### config.mk
export PLATFORM = sky130hd
export DESIGN_NAME = updown_counter_ctrl
export DESIGN_NICKNAME = d
export VERILOG_FILES = /design/src/rtl/counter_pkg.sv /design/src/rtl/counter_step.sv /design/src/rtl/updown_counter_ctrl.sv
export SDC_FILE = /design/constraint.sdc
export NUM_CORES = 1
export LEC_CHECK = 0
export BUFFER_PORTS_ARGS = -buffer_cell sky130_fd_sc_hd__buf_2
export CAP_MARGIN = 0
export CORE_MARGIN = 2
export CORE_UTILIZATION = 54
export DETAILED_ROUTE_END_ITERATION = 10
export MAX_ROUTING_LAYER = met4
export PLACE_DENSITY = 0.79
export SLEW_MARGIN = 20
export SYNTH_ARGS = -nofsm -noshare
export SYNTH_HDL_FRONTEND = slang
export SYNTH_SLANG_ARGS = --single-unit
### constraint.sdc
create_clock -name clk -period 2.9 [get_ports clk]
set_input_delay 0.29 -clock clk [delete_from_list [all_inputs] [get_ports clk]]
set_output_delay 0.29 -clock clk [all_outputs]
set_load 0.01 [all_outputs]
### src/rtl/counter_pkg.sv
// Shared types for the up/down counter: operating modes and one-shot FSM states.
package counter_pkg;

  typedef enum logic [1:0] {
    MODE_WRAP    = 2'b00,
    MODE_SAT     = 2'b01,
    MODE_ONESHOT = 2'b10,
    MODE_HOLD    = 2'b11
  } mode_t;

  typedef enum logic [1:0] {
    IDLE = 2'b00,
    RUN  = 2'b01,
    DONE = 2'b10
  } os_state_t;

endpackage

### src/rtl/counter_step.sv
// Combinational range arithmetic for one counter step: wraps or clips at 0..MAX_VAL
// and flags when the unbounded result fell outside that range.
module counter_step #(
  parameter int WIDTH   = 8,
  parameter int MAX_VAL = 2**WIDTH-1,
  parameter int STEP    = 1
) (
  input  logic [WIDTH-1:0] count,
  input  logic             direction,
  input  logic             sat,
  output logic [WIDTH-1:0] next,
  output logic             boundary
);

  // One extra bit so count+STEP and MAX_VAL+1 never overflow.
  localparam logic [WIDTH:0] MAX_W    = MAX_VAL[WIDTH:0];
  localparam logic [WIDTH:0] STEP_W   = STEP[WIDTH:0];
  localparam logic [WIDTH:0] MODULUS  = MAX_W + 1'b1;
  localparam logic [WIDTH:0] DOWN_ADJ = MODULUS - STEP_W;

  logic [WIDTH:0] ext;
  logic [WIDTH:0] up_sum;

  always_comb begin
    ext      = {1'b0, count};
    up_sum   = ext + STEP_W;
    boundary = 1'b0;
    next     = count;
    if (direction) begin
      boundary = (up_sum > MAX_W);
      if (!boundary)  next = WIDTH'(up_sum);
      else if (sat)   next = WIDTH'(MAX_W);
      else            next = WIDTH'(up_sum - MODULUS);
    end else begin
      boundary = (ext < STEP_W);
      if (!boundary)  next = WIDTH'(ext - STEP_W);
      else if (sat)   next = '0;
      else            next = WIDTH'(ext + DOWN_ADJ);
    end
  end

endmodule

### src/rtl/updown_counter_ctrl.sv
// Parametrised up/down counter with load clipping, wrap/saturate/one-shot/hold modes
// and a registered terminal-count pulse.
module updown_counter_ctrl
  import counter_pkg::*;
#(
  parameter int WIDTH   = 8,
  parameter int MAX_VAL = 2**WIDTH-1,
  parameter int STEP    = 1
) (
  input  logic             clk,
  input  logic             rst,
  input  logic             enable,
  input  logic             direction,
  input  logic [1:0]       mode,
  input  logic             load,
  input  logic [WIDTH-1:0] load_value,
  output logic [WIDTH-1:0] count_out,
  output logic             tc,
  output logic             busy
);

  localparam logic [WIDTH-1:0] MAX_C = MAX_VAL[WIDTH-1:0];

  mode_t            cur_mode;
  os_state_t        state, state_n;
  logic [WIDTH-1:0] count_q, count_n;
  logic [WIDTH-1:0] step_next;
  logic [WIDTH-1:0] load_clip;
  logic [WIDTH-1:0] terminal;
  logic             step_oor;
  logic             tc_n;

  assign cur_mode  = mode_t'(mode);
  assign load_clip = (load_value > MAX_C) ? MAX_C : load_value;
  assign terminal  = direction ? MAX_C : '0;
  assign count_out = count_q;

  // Everything except plain wrap uses clipping arithmetic (one-shot runs saturate).
  counter_step #(
    .WIDTH  (WIDTH),
    .MAX_VAL(MAX_VAL),
    .STEP   (STEP)
  ) u_step (
    .count    (count_q),
    .direction(direction),
    .sat      (cur_mode != MODE_WRAP),
    .next     (step_next),
    .boundary (step_oor)
  );

  always_comb begin
    count_n = count_q;
    tc_n    = 1'b0;
    state_n = (cur_mode == MODE_ONESHOT) ? state : IDLE;
    if (load) begin
      count_n = load_clip;
      state_n = (cur_mode == MODE_ONESHOT) ? RUN : IDLE;
    end else begin
      case (cur_mode)
        MODE_WRAP, MODE_SAT: begin
          if (enable) begin
            count_n = step_next;
            tc_n    = step_oor;
          end
        end
        MODE_ONESHOT: begin
          // Only RUN advances; IDLE and DONE wait for a load.
          if (state == RUN && enable) begin
            count_n = step_next;
            if (step_next == terminal) begin
              state_n = DONE;
              tc_n    = 1'b1;
            end
          end
        end
        default: ;
      endcase
    end
  end

  always_ff @(posedge clk or posedge rst) begin
    if (rst) begin
      count_q <= '0;
      tc      <= 1'b0;
      busy    <= 1'b0;
      state   <= IDLE;
    end else begin
      count_q <= count_n;
      tc      <= tc_n;
      busy    <= (state_n == RUN);
      state   <= state_n;
    end
  end

endmodule

## After elaboration in Yosys (flattened, before gate mapping)

Index checks and enable logic that the tools add are counted.

| word-level totals | value |
|---|---|
| output and inout bits | 10 |
| flip-flop bits (word level) | 12 |
| bits of input ports | 15 |
| logic and storage cells | 47 |

| cells by class | value |
|---|---|
| add/sub/neg operators | 4 |
| eq/ne operators | 7 |
| multiplexer cells | 23 |
| $lt $le $gt $ge | 3 |
| reductions and logical operators | 6 |

Operator list:

| operator | count |
|---|---|
| 2-to-1 mux 8 bit | 10 |
| case mux 8 bit (2 select lines) | 1 |
| subtractor 8 x 1 -> 8 bit (second input constant) | 2 |
| 2-to-1 mux 2 bit | 5 |
| adder 8 x 1 -> 9 bit (second input constant) | 1 |
| > comparator 9 x 8 -> 1 bit (second input constant) | 1 |
| adder 8 bit (second input constant) | 1 |
| == test 8 bit | 1 |
| > comparator 8 bit (second input constant) | 1 |
| < comparator 8 x 1 -> 1 bit (second input constant) | 1 |
| == test 2 x 1 -> 1 bit (second input constant) | 3 |
| 2-to-1 mux 1 bit | 6 |
| != test 3 x 2 -> 1 bit (second input constant) | 1 |
| != test 3 bit (second input constant) | 1 |
| AND reduction 3 bit | 1 |
| nonzero test 3 bit | 1 |
| == test 2 bit (second input constant) | 1 |
| zero test 2 bit | 1 |
| case mux 1 bit (2 select lines) | 1 |
| nonzero test 2 bit | 1 |
| OR reduction 2 bit | 1 |
| logical AND 1 bit | 1 |

## Logic depth before layout (Yosys ltp)

Gate-level depths: netlist (run 1).

| depth | value |
|---|---|
| depth in word-level cells | 11 |
| gate-level depth with buffers | 10 |
| depth with buffers taken out | 8 |

## Cells and area by module

Synthesis (run 1) repeated with hierarchy kept, for this count alone.

| second synthesis, totals | value |
|---|---|
| cell total of the unflattened synthesis | 139 |
| area, all modules | 1,218.7 sq um |

Modules (own cells, without submodules):

| module | cells an instance | seq. area each (sq um) | area an instance (sq um) | times used |
|---|---|---|---|---|
| updown_counter_ctrl | 53 | 300.3 | 644.4 | 1 |
| counter_step | 86 | 0.0 | 574.3 | 1 |

## Least setup slack after synthesis (run 1)

Ideal clock, no wire load.

| timing | value |
|---|---|
| path kind | register to register |
| start point | register count_q[0], in the netlist count_out[0] |
| end point | register busy |
| stages on the path, launching flop included | 11 |
| period minus slack after synthesis | 2.381 ns |
| buffers on the path | 2 |
| setup time | 0.120 ns |
| arrival | 2.261 ns |
| data required time | 2.780 ns |
| path slack | 0.519 ns |
| cells stage by stage | dfrtp_1 buf_2 inv_1 ha_1 nand2b_1 buf_2 nand2_1 or3_4 a2111oi_4 nand4_1 and3_1 |

| on the way | value |
|---|---|
| longest elaborated chain between the ends | 11 |
| elaborated cells between the ends (all ways) | 17 |
| classes of those cells | add/sub: 4; order compare: 2; eq/ne: 2; mux: 9 |

RTL lines:

| element | line | RTL |
|---|---|---|
| from (decl) | updown_counter_ctrl.sv:26 | `logic [WIDTH-1:0] count_q, count_n;` |
| from (signal assigned) | updown_counter_ctrl.sv:88 | `count_q <= count_n;` |
| adder 8 x 1 -> 9 bit | counter_step.sv:26 | `up_sum = ext + STEP_W;` |
| subtractor 8 x 1 -> 8 bit | counter_step.sv:33 | `else next = WIDTH'(up_sum - MODULUS);` |
| 2-to-1 mux 8 bit | counter_step.sv:32 | `else if (sat) next = WIDTH'(MAX_W);` |
| 2-to-1 mux 8 bit | counter_step.sv:31 | `if (!boundary) next = WIDTH'(up_sum);` |
| 2-to-1 mux 8 bit (*) | counter_step.sv:29 | `if (direction) begin` |
| == test 8 bit (*) | updown_counter_ctrl.sv:70 | `if (step_next == terminal) begin` |
| 2-to-1 mux 2 bit (*) | updown_counter_ctrl.sv:70 |  |
| 2-to-1 mux 2 bit (*) | updown_counter_ctrl.sv:68 | `if (state == RUN && enable) begin` |
| 2-to-1 mux 2 bit (*) | updown_counter_ctrl.sv:59 | `case (cur_mode)` |
| 2-to-1 mux 2 bit (*) | updown_counter_ctrl.sv:55 | `if (load) begin` |
| == test 2 x 1 -> 1 bit (*) | updown_counter_ctrl.sv:90 | `busy <= (state_n == RUN);` |
| to (signal assigned) | updown_counter_ctrl.sv:90 |  |
| to (decl) | updown_counter_ctrl.sv:19 | `output logic busy` |

Every way passes the cells marked *; elsewhere a longest branch is shown, timed or not.
A chain may end at the register's enable or synchronous reset.

## Worst setup path after layout (run 1)

Ends and elaborated chain as after synthesis.

==> reports/results.txt, run 1 <==
Critical path start-end classification: reg2reg. Net switching is 41.10% of the power. For the worst setup path, the data arrival time is 2.84 ns.

Summed over all layers, the routed wires come to 2985 µm. The completed layout was analyzed and its total power is 0.0006195 W. Class of the most critical hold timing path: in2async.

Data on the critical path is required at its endpoint by 3.08 ns. The internal power summed over all cells was 0.0003649 W. Cells with a size suffix above 1 make up 24.85% of the layout. Reg-to-reg startpoint: count_out[0]. After clock tree synthesis, the clock-pin slew on the worst setup and hold paths is 0.09 ns.

The launch point of the critical path is count_out[0]. The number of clock buffers added by TritonCTS is 3. The worst voltage drop across the vdd grid was 0.0002799 V; the reg2reg setup slack was 0.24 ns. Summing the sequential cell areas from Yosys gives 25.03% of the chip area.

The main flop type after synthesis was dfrtp_1. In the routed design, unresolved DRC markers number 0. The number of pins exceeding their max-slew limit in the final report was 0. The logs give 0 for the initial antenna violation count and 0 for the number of warnings issued by yosys. Summing all placed instances gives a cell area of 1295 µm². The tools report the area occupied by multi-input gates as 802.0 µm². Adding up every negative setup slack in the final design gives 0 ns. Dividing the detail-routed via count by the number of cells gives 6.173. In this run the post-CTS setup repair buffer count came out at 0. In this run the tightest slew margin relative to its limit is 67.18%. The capture point of the critical path is busy. The first global-routing pass estimated 4823 µm of wire. For this run, the post-layout net count is 188. For the synthesized net count, the log shows 169.

Maximum root-to-sink buffer count: 2. The detailed-router iteration count before antenna repair was 4; the insertion delay of the later-clocked pin in the worst-skew pair was 0.29 ns. In this run the power spent charging and discharging nets is 0.0002546 W. In this run the number of cells on the critical path is 8. The cell at the root of the clock tree was clkbuf_4. The maximum fanout along the worst path was 11. The logs give 12 for the clock net sink count and 18 for the maximum number of pins on one net before global-route repair. TritonCTS built the clock tree. The transition time at the pin with the least slew margin works out to 0.4905 ns. The tools report the overall via count from detail_route as 1216. The endpoint identified for the worst register-to-register timing path is busy. Gate count of the mapped netlist: 151. The critical path's top delay family is simple AND/OR/NAND/NOR gates. The floorplan has 17 rows.

The number of global-route vias before repair was 1057; the synthesized area was 1200 µm². For the die outline area, the log shows 2615 µm². Setup violations remaining at the end of the flow were counted as 0. Area taken by flip-flops and latches: 300.3 µm². The total non-filler cell area in the finished layout was 1331 µm². Once the clock tree was built, the resizer swapped 0 gates to a different size. The worst path in the final design needs a cycle of 2.659 ns, including I/O delays and setup. Counting cells, the worst reg-to-reg path comes to 8. The number of placed instances, taps included, is 193. The logs give 55.85% for the effective utilization at floorplan and 0 for the number of buffers inserted by hold repair at cts. Traced cell by cell, the critical path runs through inv_1, ha_1, nand2b_1, nand2_1, or3_4, a2111oi_4, nand4_1, and3_1.

The run gives 0 as the final antenna-violating net count. The worst setup path is launched from a flip-flop. Detailed placement ended at an HPWL of 2193 µm. Setup repair after global routing left no endpoint under its margin.

In this run the mean area of a mapped cell was 7.946 µm². The number of buffer and inverter stages on the critical path came out at 1. The power density relative to cell area is 465.3 nW/µm², and the post-synthesis register bit count is 12. Combinational cells account for 38.9% of the total power. The leakage dissipation came out at 0.5549 nW. The run gives 38.2% as the part of the power in registers. Derived from the worst setup path, the maximum achievable clock frequency is 0.3761 GHz.

The final critical path takes up 91.68% of the cycle. The number of enable flip-flop cells after synthesis came out at 0. The deepest level of the CTS H-tree came out at 1.

STA classifies the critical path endpoint as a flip-flop. The proportion of power drawn by the clock network was 22.9%. The clock arrives with 0.006253 ns of skew. In this run the horizontal extent of the chip is 51.14 µm. The floorplan die height is 51.14 µm. The tools report the antenna diode count as 0. The tools report the number of hold violations in the final report as 0.

The flow ran to the end, and the final reports show no timing, DRC or antenna violations. After global routing the overflow that remains totals 0. For the number of cells in the finished layout apart from fillers, the log shows 197.

Max-cap violations in this run came to 0. In the final routed layout, each cell accounts on average for 15.15 µm. The layout has 198 filler cells. The slowest stage of the critical path belongs to the cell dfrtp_1.

After synthesis, the share of flip-flops with an asynchronous set or reset is 100.0%. The number of distinct library cells after synthesis was 50; the floorplan core area was 2148 µm². The synthesis-to-finish area growth is 10.95%, and the delay of the slowest cell on the worst path is 0.55 ns.

Global routing used 25.22% of the available tracks. Count of input and output buffers: 24. For this design the top-level I/O count stands at 25. The first routing iteration left 51 violations. At the end of routability-driven placement, the weighted congestion stood at 0.9385.
==> layout by cell type (no fill, tap or decap), types with 2 or more instances in the layout <==
cell type,instances
buf_2,24
nand2_1,18
nor2_1,13
dfrtp_1,12
o21ai_0,8
o21ai_1,7
a21oi_1,7
a31oi_1,7
inv_1,7
o22ai_1,6
xnor2_1,5
a211oi_1,3
nand3_1,3
nor3_1,3
xor2_1,3
ha_1,3
clkbuf_4,3
nand4_1,2
nand2b_1,2
nor4_2,2
and3_1,2
mux2i_1,2
==> synth_stat cells (2+ instances only) <==
| cell | count | area [µm²] |
|---|---|---|
| a21oi_1 | 7 | 35.03 |
| nand4_1 | 2 | 12.51 |
| buf_4 | 3 | 22.52 |
| dfrtp_1 | 12 | 300.3 |
| buf_2 | 5 | 25.02 |
| nand2b_1 | 2 | 12.51 |
| a31oi_1 | 7 | 43.79 |
| nor3_1 | 3 | 15.01 |
| xor2_1 | 3 | 26.28 |
| o21ai_1 | 7 | 35.03 |
| nand2_1 | 18 | 67.56 |
| nand3_1 | 3 | 15.01 |
| xnor2_1 | 5 | 43.79 |
| o21ai_0 | 8 | 40.04 |
| nor4_2 | 2 | 25.02 |
| inv_1 | 7 | 26.28 |
| and3_1 | 2 | 12.51 |
| nor2_1 | 13 | 48.80 |
| o22ai_1 | 6 | 37.54 |
| a211oi_1 | 3 | 22.52 |
| mux2i_1 | 2 | 20.02 |
| ha_1 | 3 | 37.54 |
==> sequential cells by signal, indices dropped and copies added, names as in the netlist <==
| name | count |
|---|---|
| state | 2 |
| busy | 1 |
| tc | 1 |
| count_out | 8 |
==> worst min path at each step <==
stage / end / slack, ns / depth (start not counted)
floorplan: busy / 0.15 / 1
global placement: tc / 0.33 / 2
detailed placement: tc / 0.34 / 2
CTS: count_out[4] / 0.03 / 2
global route: count_out[4] / 0.04 / 2
finish: tc / 0.005 / 2
==> worst reg2reg max path, stage by stage, from the launching register on <==
cell and delay, ns:
dfrtp_1 0.55, inv_1 0.15, ha_1 0.28, nand2b_1 0.33, nand2_1 0.09, or3_4 0.39, a2111oi_4 0.40, nand4_1 0.18
and3_1 0.20
==> power groups by stage <==
stage / Sequential [W] / Combinational, W / Clock (W)
finish: 0.000236 / 0.000241 / 0.000142
global route: 0.000243 / 0.000267 / 0.000148
CTS: 0.000236 / 0.000240 / 0.000142
detailed placement: 0.000240 / 0.000239 / 0
global placement: 0.000237 / 0.000234 / 0
floorplan: 0.000219 / 0.000204 / 0
==> layout make-up <==
class | count | area share, %
timing repair buffer | 25 | 9.586
multi-input combinational | 120 | 60.24
inverter | 8 | 2.256
sequential | 12 | 22.56
tap | 28 | 2.632
clock buffer | 4 | 2.726
==> routing by layer <==
metal	up-vias	track usage, %	wire, µm
li1	589	-	-
met1	573	33.03	1310
met2	47	37.88	1382
met3	7	3.216	229
met4	0	13.51	63
met5	-	-	0
==> kinds of logic (layout without fill, tap and decap cells) <==
kind of cell	Yosys count	count (layout)	share of synthesized area (%)
AND/OR/NAND/NOR	57	57	26.17
flip-flops	12	12	25.03
adder cells (fa/ha/maj)	3	3	3.129
multiplexers	2	2	1.668
buffers and inverters	19	37	8.132
AO/OA/AOI/OAI	50	50	30.03
XOR/XNOR	8	8	5.840
==> metrics by stage <==
step / hold slack (ns) / setup WS [ns] / util (%)
after detailed placement: 0.3374 / 0.3088 / 60.28
after global routing: 0.04153 / 0.07056 / 61.97
after floorplan: 0.1547 / 0.5192 / -
after CTS: 0.02985 / 0.2640 / 61.97
final: 0.004819 / 0.2412 / 61.97
after global placement: 0.3276 / 0.3863 / 60.28
Note: power is estimated with default switching activity, not from simulation.
==> run 2, diff against run 1 <==
--- a/config.mk
+++ b/config.mk
@@ -12,6 +12,7 @@
 export DETAILED_ROUTE_END_ITERATION = 10
 export MAX_ROUTING_LAYER = met4
 export PLACE_DENSITY = 0.79
+export RECOVER_POWER = 50
 export SLEW_MARGIN = 20
 export SYNTH_ARGS = -nofsm -noshare
 export SYNTH_HDL_FRONTEND = slang
==> reports/results.txt, run 2 (synthesis gave the netlist of run 1 again) <==
The flow ran to the end, and the final reports show no timing, DRC or antenna violations. The post-route clock skew was 0.003573 ns (-0.002679 ns). The buffers inserted during post-CTS setup optimization came out at 0 (unchanged). The critical register-to-register path endpoint is busy. Clock net sink count: 12 (unchanged). The total routing usage reported by global routing was 25.22% (unchanged); the CTS buffer count was 3 (unchanged). The floorplan die height was 51.14 µm (unchanged).

The leakage dissipation came out at 0.5375 nW (-3.1%). The clock-pin slew on the worst setup and hold paths is 0.09 ns (about the same). The maximum number of pins on one net before global-route repair is 18 (unchanged), and the count of input and output buffers is 24 (unchanged). The critical path start-end classification is reg2reg.

The tools report the antenna diode count as 0 (unchanged). The tools report the critical path launch point type as a flip-flop. The worst reg2reg path depth is 8 (unchanged). The ratio of final minimum period to clock period was 91.97% (+0.29 points); the count of nets after finishing was 188 (unchanged). The via density per instance is 6.066 (-1.7%), and the residual DRC count is 0 (unchanged). The area occupied by multi-input gates is 802.0 µm² (unchanged), and the initial detailed-routing violation count is 51 (unchanged). The area taken by flip-flops and latches is 300.3 µm² (unchanged). The total negative slack for setup checks was 0 ns (unchanged); the maximum root-to-sink buffer count was 2 (unchanged). The tools report the detailed-router iteration count before antenna repair as 4 (unchanged).

TritonCTS built the clock tree. The overall die width came out at 51.14 µm (unchanged). The number of buffers inserted by hold repair at cts is 0 (unchanged). The final routed wire length divided by cell count is 15.08 µm (-0.47%). The critical path capture point type is a flip-flop.

Setup repair after global routing left no endpoint under its margin. The final antenna-violating net count was 0 (unchanged). The total chip power was 0.0006175 W (-0.32%).

For the number of cell rows, the log shows 17 (unchanged). The logs give 55.85% (unchanged) for the effective utilization at floorplan and 0 (unchanged) for the count of endpoints failing setup in the final report. The number of violations of the max-capacitance limit came out at 0 (unchanged). The tools report the number of cells upsized or downsized after cts as 0 (unchanged). The ratio of cells with drive above 1 in the final layout works out to 21.89% (-3.0 points). The remaining max-slew budget at the tightest pin was 61.49% (-5.7 points).

The final weighted congestion in routability-driven placement was 0.9385 (unchanged); the final critical-path required period was 2.667 ns (+0.008279 ns). The run gives 1195 (-1.7%) as the overall via count from detail_route. The transition time at the pin with the least slew margin was 0.5777 ns (+0.08722 ns); the total half-perimeter wirelength after legalization and detailed placement was 2193 µm (unchanged). The required time of the critical path came out at 3.08 ns (about the same). The cell sitting at the root of the clock tree is a clkbuf_4. The tools report the deepest level of the CTS H-tree as 1 (unchanged). The floorplan core area was 2148 µm² (unchanged); the synthesis-to-finish area growth was 10.22%. The number of global-route vias before repair is 1057 (unchanged).

Power density relative to cell area: 466.9 nW/µm² (+0.34%). For the total detailed-routing wirelength, the log shows 2971 µm (-0.47%). For the wire length of the first global-routing pass, the log shows 4823 µm (unchanged). The library cells used most frequently in the layout, excluding fill and tap cells, are buf_2, nand2_1, nor2_1, dfrtp_1, o21ai_0. Maximum fanout along the worst path: 11 (unchanged). The startpoint identified for the worst register-to-register timing path is count_out[0]. The tools report the endpoint arrival time on the critical path as 2.85 ns (about the same).

The most common library cell in the layout ignoring fill and taps is buf_2. The tools report the number of hold violations in the final report as 0 (unchanged). Remaining global-route overflow: 0 (unchanged). The class of the most critical hold timing path was in2async. The tools report the reg2reg setup slack as 0.23 ns (about the same). The tools report the die outline area as 2615 µm² (unchanged). The boundary pin count was 25 (unchanged); the number of fillers in the final layout was 201 (+1.5%). The number of pins exceeding their max-slew limit in the final report was 0 (unchanged); the insertion delay of the later-clocked pin in the worst-skew pair was 0.29 ns (about the same). The run gives 0 (unchanged) as the initial antenna violation count.

The worst voltage drop across the vdd grid is 0.0002795 V (-0.14%). The achievable frequency is 0.3749 GHz (-0.31%), and the number of flip-flops under the largest register name is 8 (unchanged).
-- run 2: changes by cell type in the layout (fill, tap and decap cells not counted) --
cell | before | now
clkbuf_1 | 0 | 5
buf_2 | 24 | 20
buf_4 | 1 | 0
-- run 2: final cells by class --
type                    instances  share of cell area, %
clock buffers                   4                  2.744
inverters                       8                  2.271
multi-input cells             120                  60.64
flip-flops and latches         12                  22.71
well taps                      28                  2.649
repair buffers                 25                  8.988
-- run 2: where the power goes --
group / total (W) / internal [W] / leakage [nW] / switching [W]
clock: 0.000143 / 0.0000765 / 0.0210 / 0.0000668
combinational: 0.000238 / 0.0000995 / 0.369 / 0.000138
sequential: 0.000236 / 0.000186 / 0.148 / 0.0000510
-- run 2: metrics by stage --
| step | instances | utilization (%) | instance area, µm² | hold WS, ns | setup slack, ns |
|---|---|---|---|---|---|
| 2_1_floorplan | 151 | - | 1200 | 0.1547 | 0.5192 |
| 6_report | 197 | 61.56 | 1323 | 0.009459 | 0.2330 |
| 3_3_place_gp | 193 | 60.28 | 1295 | 0.3276 | 0.3863 |
| 4_1_cts | 197 | 61.97 | 1331 | 0.02985 | 0.2640 |
| 3_5_place_dp | 193 | 60.28 | 1295 | 0.3374 | 0.3088 |
| 5_1_grt | 197 | 61.56 | 1323 | 0.04153 | 0.07056 |
-- run 2: layer usage --
layer	vias to the layer above	global-route usage, %	wire [µm]
li1	589	-	-
met1	562	33.03	1379
met2	37	37.88	1361
met3	7	3.216	166
met4	0	13.51	63
met5	-	-	0
-- run 2: critical path, cell delays in order, from the launching register on --
cell and delay [ns]:
dfrtp_1 0.55, inv_1 0.15, ha_1 0.27, nand2b_1 0.33
nand2_1 0.09, or3_4 0.39, a2111oi_4 0.40, nand4_1 0.18
and3_1 0.20
-- run 2: worst max path at each step --
| stage | start | end | slack [ns] | cells after the start |
|---|---|---|---|---|
| after global placement | count_out[0] | busy | 0.39 | 8 |
| after CTS | count_out[0] | busy | 0.26 | 8 |
| after global routing | count_out[0] | count_out[2] | 0.07 | 8 |
| final | count_out[0] | busy | 0.23 | 8 |
| after detailed placement | count_out[0] | busy | 0.31 | 8 |
| after floorplan | count_out[0] | busy | 0.52 | 10 |
